<file path="src/rtl/terrain_dig_writer.sv">
// Terrain dig writer: converts the player footprint into a row-major stream of
// "dug" cell writes to the 60x40 terrain bitmap. Optional TERRAIN_DIG_STATS_EN adds a saturating write counter.
module terrain_dig_writer #(
    parameter logic [10:0] board_position_X = 11'd32,
    parameter logic [10:0] board_position_Y = 11'd160,
    parameter int          PLAYER_SIZE      = 32
) (
    input  logic        clk,
    input  logic        resetN,
    input  logic        startOfFrame,
    input  logic        dig_enable,
    input  logic [10:0] player_topLeftX,
    input  logic [10:0] player_topLeftY,
    input  logic        wr_ready,
    output logic        wr_valid,
    output logic [5:0]  wr_col,
    output logic [5:0]  wr_row,
    output logic        wr_data,
    output logic        busy,
    output logic [11:0] cells_dug_count
);

    typedef enum logic [1:0] {
        IDLE  = 2'd0,
        LATCH = 2'd1,
        SCAN  = 2'd2,
        DONE  = 2'd3
    } state_t;

    localparam logic signed [12:0] COL_MAX = 13'sd59;
    localparam logic signed [12:0] ROW_MAX = 13'sd39;
    localparam logic signed [12:0] SIZE_M1 = 13'(PLAYER_SIZE - 1);
    localparam logic signed [12:0] BOARD_X = $signed({2'b00, board_position_X});
    localparam logic signed [12:0] BOARD_Y = $signed({2'b00, board_position_Y});

    // Clamp a signed cell index into 0..maxV.
    function automatic logic [5:0] clipCell(input logic signed [12:0] v,
                                            input logic signed [12:0] maxV);
        logic [5:0] res;
        if (v < 13'sd0) begin
            res = 6'd0;
        end else if (v > maxV) begin
            res = maxV[5:0];
        end else begin
            res = v[5:0];
        end
        return res;
    endfunction

    state_t      state_r;
    state_t      nextState_s;
    logic [10:0] posX_r;
    logic [10:0] posY_r;
    logic [5:0]  colLo_r;
    logic [5:0]  colHi_r;
    logic [5:0]  rowHi_r;
    logic [5:0]  col_r;
    logic [5:0]  row_r;
    logic        wrValid_r;
    logic        busy_r;

    logic signed [12:0] colLoRaw_s;
    logic signed [12:0] colHiRaw_s;
    logic signed [12:0] rowLoRaw_s;
    logic signed [12:0] rowHiRaw_s;
    logic               outside_s;
    logic [5:0]         colLoClip_s;
    logic [5:0]         colHiClip_s;
    logic [5:0]         rowLoClip_s;
    logic [5:0]         rowHiClip_s;
    logic               accept_s;
    logic               lastCell_s;
    logic               wrValidNext_s;
    logic               busyNext_s;

    // Footprint cell range of the captured position, clipped to the board.
    always_comb begin
        colLoRaw_s  = ($signed({2'b00, posX_r}) - BOARD_X) >>> 3;
        colHiRaw_s  = ($signed({2'b00, posX_r}) + SIZE_M1 - BOARD_X) >>> 3;
        rowLoRaw_s  = ($signed({2'b00, posY_r}) - BOARD_Y) >>> 3;
        rowHiRaw_s  = ($signed({2'b00, posY_r}) + SIZE_M1 - BOARD_Y) >>> 3;
        outside_s   = (colHiRaw_s < 13'sd0) || (colLoRaw_s > COL_MAX) ||
                      (rowHiRaw_s < 13'sd0) || (rowLoRaw_s > ROW_MAX);
        colLoClip_s = clipCell(colLoRaw_s, COL_MAX);
        colHiClip_s = clipCell(colHiRaw_s, COL_MAX);
        rowLoClip_s = clipCell(rowLoRaw_s, ROW_MAX);
        rowHiClip_s = clipCell(rowHiRaw_s, ROW_MAX);
    end

    assign accept_s   = wrValid_r && wr_ready;
    assign lastCell_s = (col_r == colHi_r) && (row_r == rowHi_r);

    // State register.
    always_ff @(posedge clk) begin
        if (!resetN) begin
            state_r <= IDLE;
        end else begin
            state_r <= nextState_s;
        end
    end

    // Next-state logic; new frames are only honoured from IDLE.
    always_comb begin
        nextState_s = state_r;
        case (state_r)
            IDLE: begin
                if (startOfFrame && dig_enable) begin
                    nextState_s = LATCH;
                end else begin
                    nextState_s = IDLE;
                end
            end
            LATCH: begin
                if (outside_s) begin
                    nextState_s = IDLE;
                end else begin
                    nextState_s = SCAN;
                end
            end
            SCAN: begin
                if (accept_s && lastCell_s) begin
                    nextState_s = DONE;
                end else begin
                    nextState_s = SCAN;
                end
            end
            DONE:    nextState_s = IDLE;
            default: nextState_s = IDLE;
        endcase
    end

    // Output decode from the upcoming state so the outputs leave a register.
    always_comb begin
        wrValidNext_s = 1'b0;
        busyNext_s    = 1'b0;
        case (nextState_s)
            IDLE: begin
                wrValidNext_s = 1'b0;
                busyNext_s    = 1'b0;
            end
            LATCH: begin
                wrValidNext_s = 1'b0;
                busyNext_s    = 1'b1;
            end
            SCAN: begin
                wrValidNext_s = 1'b1;
                busyNext_s    = 1'b1;
            end
            DONE: begin
                wrValidNext_s = 1'b0;
                busyNext_s    = 1'b1;
            end
            default: begin
                wrValidNext_s = 1'b0;
                busyNext_s    = 1'b0;
            end
        endcase
    end

    // Registered outputs, captured position, scan ranges and cell cursor.
    always_ff @(posedge clk) begin
        if (!resetN) begin
            wrValid_r <= 1'b0;
            busy_r    <= 1'b0;
            posX_r    <= 11'd0;
            posY_r    <= 11'd0;
            colLo_r   <= 6'd0;
            colHi_r   <= 6'd0;
            rowHi_r   <= 6'd0;
            col_r     <= 6'd0;
            row_r     <= 6'd0;
        end else begin
            wrValid_r <= wrValidNext_s;
            busy_r    <= busyNext_s;
            if ((state_r == IDLE) && (nextState_s == LATCH)) begin
                posX_r <= player_topLeftX;
                posY_r <= player_topLeftY;
            end
            if ((state_r == LATCH) && !outside_s) begin
                colLo_r <= colLoClip_s;
                colHi_r <= colHiClip_s;
                rowHi_r <= rowHiClip_s;
                col_r   <= colLoClip_s;
                row_r   <= rowLoClip_s;
            end else if ((state_r == SCAN) && accept_s && !lastCell_s) begin
                // Row-major walk: wrap column back to colLo at the row end.
                if (col_r == colHi_r) begin
                    col_r <= colLo_r;
                    row_r <= row_r + 6'd1;
                end else begin
                    col_r <= col_r + 6'd1;
                end
            end
        end
    end

`ifdef TERRAIN_DIG_STATS_EN
    logic [11:0] count_r;

    // Saturating count of accepted writes.
    always_ff @(posedge clk) begin
        if (!resetN) begin
            count_r <= 12'd0;
        end else if (accept_s && (count_r != 12'd4095)) begin
            count_r <= count_r + 12'd1;
        end else begin
            count_r <= count_r;
        end
    end

    assign cells_dug_count = count_r;
`else
    assign cells_dug_count = 12'd0;
`endif

    assign wr_valid = wrValid_r;
    assign wr_col   = col_r;
    assign wr_row   = row_r;
    assign wr_data  = 1'b0;
    assign busy     = busy_r;

endmodule

</file>
<file path="config.mk">
export PLATFORM = sky130hd
export DESIGN_NAME = terrain_dig_writer
export DESIGN_NICKNAME = d
export VERILOG_FILES = /design/src/rtl/terrain_dig_writer.sv
export SDC_FILE = /design/constraint.sdc
export NUM_CORES = 1
export LEC_CHECK = 0
export CORE_MARGIN = 4
export CORE_UTILIZATION = 26
export CTS_CLUSTER_SIZE = 12
export DETAILED_ROUTE_END_ITERATION = 8
export GPL_ROUTABILITY_DRIVEN = 0
export GPL_TIMING_DRIVEN = 0
export SLEW_MARGIN = 20
export SYNTH_ARGS = -nofsm -noshare
export SYNTH_HDL_FRONTEND = slang
export SYNTH_SLANG_ARGS = --single-unit
</file>
<file path="constraint.sdc">
create_clock -name clk -period 4.5 [get_ports clk]
set_clock_uncertainty 0.05 [all_clocks]
set_input_delay 0.675 -clock clk [delete_from_list [all_inputs] [get_ports clk]]
set_output_delay 0.675 -clock clk [all_outputs]
set_load 0.05 [all_outputs]
</file>
==> flow_metrics.env <==
export IMPL_slowest_stage="dfxtp_1"
export IMPL_tightest_slew_ns=0.610
export IMPL_cp_required_ns=4.63
export IMPL_period_needed_ns=3.17
export IMPL_layout_nets=533
export IMPL_cts_tree="yes"
export IMPL_drtIter0Drc=317
export IMPL_dp_hpwl_mm=6.96
export IMPL_seq_area_frac_synth=0.325
export IMPL_synthCells=441
export IMPL_placed_cells=664
export IMPL_clock_latency_ns=0.29
export IMPL_rsz0062_at_grt="false"
export IMPL_synth_area_sq_um=3450
export IMPL_fin_crit_sh=0.704
export IMPL_synth_top_cell_area_share=0.325
export IMPL_post_cts_buffers=0
export IMPL_overflow=0
export IMPL_vias_per_cell=4.80
export IMPL_grtUsageMet3=0.0215
export IMPL_finalInstanceArea_sq_um=4250
export IMPL_relSlewSlack=0.590
export IMPL_finalHoldViolCount=0
export IMPL_fmax_mhz=316
export IMPL_antenna_found_initial=0
export IMPL_crit_type="flop to flop"
export IMPL_max_vdd_ir_drop_mv=0.196
export IMPL_finalPower_mw=1.19
export IMPL_first_pass_iters=4
export IMPL_synth_area_leaders="dfxtp_1 33%, nand2_1 7.9%, a21boi_0 4.8%"
export IMPL_crit_arrival_ns=3.30
export IMPL_drv_cap=0
export IMPL_synth_edff_count=0
export IMPL_clk_path_buf_depth=2
export IMPL_vias=3227
export IMPL_io_pin_count=54
export IMPL_clkTransAtPathRegs_ns=0.08
export IMPL_ant_nets=0
export IMPL_numCtsBuffers=5
export IMPL_cp_end_kind="flop"
export IMPL_syn_to_final_growth_pct=23.2
export IMPL_path_cells="clkbuf_1 > inv_1 > ha_1 > clkbuf_1 > o21ai_0 > o211a_1 > o22ai_2 > a31oi_4 > and2_2 > buf_6 > buf_4 > nand2_1 > o211a_1"
export IMPL_io_buffers=39
export IMPL_core_sq_um=12800
export IMPL_hold_class="flop to flop"
export IMPL_dieArea_sq_um=15200
export IMPL_setup_violations=0
export IMPL_synth_main_ff_cell="dfxtp_1"
export IMPL_ys_warn_count=0
export IMPL_wl_per_cell_um=13.2
export IMPL_die_h_um=123
export IMPL_leakagePower_nw=1.66
export IMPL_fin_tns_setup_ns=0
export IMPL_power_density_nw_per_um2=280
export IMPL_synth_top_cell_by_area="dfxtp_1"
export IMPL_synth_seq_cells=56
export IMPL_status="finished clean"
export IMPL_fp_dieW_um=123
export IMPL_top_usage_layer="met2"
export IMPL_post_cts_resized=0
export IMPL_synthArstFlopShare=0
export IMPL_h_tree_depth=2
export IMPL_cp_start_kind="flop"
export IMPL_n_antenna_cell=0
export IMPL_grt_pass1_wl_mm=14.9
export IMPL_drc=0
export IMPL_utilization=0.331
export IMPL_cp_slowest_stage_delay_ns=0.41
export IMPL_grt_use_met1=0.176
export IMPL_avgSynthCellArea_sq_um=7.82
export IMPL_nFillCells=1393
export IMPL_cts_hold_fix_buffers=0
export IMPL_cts_num_sinks=56
export IMPL_grt_max_degree=20
export IMPL_drive_above_1_share=0.0700
export IMPL_yosysUniqueCellTypes=59
export IMPL_grt_pass1_vias=2993
export IMPL_start_util=0.269
export IMPL_track_usage=0.118
export IMPL_place_area_sq_um=4100
export IMPL_finalWirelength_mm=8.89
export IMPL_fin_cells=672
export IMPL_met2_usage=0.178
export IMPL_cts_root_buf="clkbuf_16"
export IMPL_report_final_slew_viol_count=0
export IMPL_rows=41
export IMPL_path_max_fanout=10
## metrics by stage
stage                     hold slack (ns)  worst slack [ns]
after floorplan                     0.381              1.79
after global placement              0.393              1.42
after detailed placement            0.404              1.36
after CTS                           0.416              1.34
after global routing                0.430              1.12
final                               0.412              1.33
## area by class of cell
| class | count | area, sq um | area share |
|---|---|---|---|
| repair buffers | 39 | 390 | 0.0919 |
| flip-flops and latches | 56 | 1120 | 0.264 |
| plain buffers | 41 | 231 | 0.0545 |
| well taps | 172 | 215 | 0.0506 |
| inverters | 10 | 37.5 | 0.00883 |
| clock inverters | 3 | 25.0 | 0.00589 |
| clock buffers | 5 | 125 | 0.0294 |
| multi-input cells | 346 | 2100 | 0.495 |
## layout by cell type, fill, tap and decap left out, types with 5 or more instances in the layout
cell type,instances
a21boi_1,13
o21ai_0,16
ha_1,7
a21boi_0,22
inv_1,10
o21ai_1,9
nand2_1,73
nand2b_1,6
a21oi_1,19
nor3_1,12
and2_1,5
conb_1,13
xor2_1,14
and3_1,8
nor2b_1,6
nor4_1,6
clkdlybuf4s50_1,39
clkbuf_1,21
nand3_1,17
a31oi_1,10
buf_4,14
clkbuf_16,5
xnor2_1,11
dfxtp_1,56
nor2_1,23
## state kept, by name (all words and copies together), names as in the netlist
register / count
posY_r: 11
colHi_r: 6
posX_r: 11
wr_col: 6
wr_row: 6
colLo_r: 6
state_r: 2
wr_valid: 1
busy: 1
rowHi_r: 6
## power breakdown
group | switching (mW) | internal (mW)
logic | 0.164 | 0.107
clock network | 0.186 | 0.211
registers | 0.0145 | 0.509
total | 0.365 | 0.827
## path summary, 6_finish.rpt
check                   from          to  cells past startpoint  slack [ns]
hold reg to reg   colLo_r[4]  colLo_r[4]                      2        0.41
hold / removal    colLo_r[4]  colLo_r[4]                      2        0.41
setup / recovery   posX_r[5]   wr_row[0]                     13        1.33
setup reg to reg   posX_r[5]   wr_row[0]                     13        1.33
## Yosys cell counts, drive strengths merged, types with 5 or more instances
cell     n
a31oi   11
ha       7
o21ai   25
and2     6
nor4     6
buf     20
nor2    23
nand2   74
and3     8
inv     10
nand3   17
xnor2   11
dfxtp   56
o22ai    5
nor3    12
nor2b    6
nand2b   6
a21boi  35
clkbuf  21
a21oi   19
xor2    14
## critical path, delay by kind of cell, from the launching register on
| kind | cells | cell delay (ns) |
|---|---|---|
| buffers and inverters | 5 | 1.09 |
| AO/OA/AOI/OAI | 5 | 0.96 |
| flip-flops | 1 | 0.41 |
| AND/OR/NAND/NOR | 2 | 0.34 |
| adder cells (fa/ha/maj) | 1 | 0.21 |
## routing by layer
| metal | vias up | routed length (um) |
|---|---|---|
| li1 | 1653 | - |
| met1 | 1465 | 4460 |
| met2 | 103 | 3720 |
| met3 | 6 | 637 |
| met4 | 0 | 76 |
| met5 | - | 0 |
## cell families (layout without fill, tap and decap cells)
kind of cell    after synthesis  in the layout  share of synthesized area
compound gates              128            128                      0.263
xor+xnor                     25             25                     0.0635
fa+ha+maj                     7              7                     0.0254
buf+inv                      51             98                     0.0780
flops                        56             56                      0.325
mux                           4              4                     0.0116
other cells                   1             13                    0.00109
simple gates                169            169                      0.232
Power figures use the tool's default switching activity.
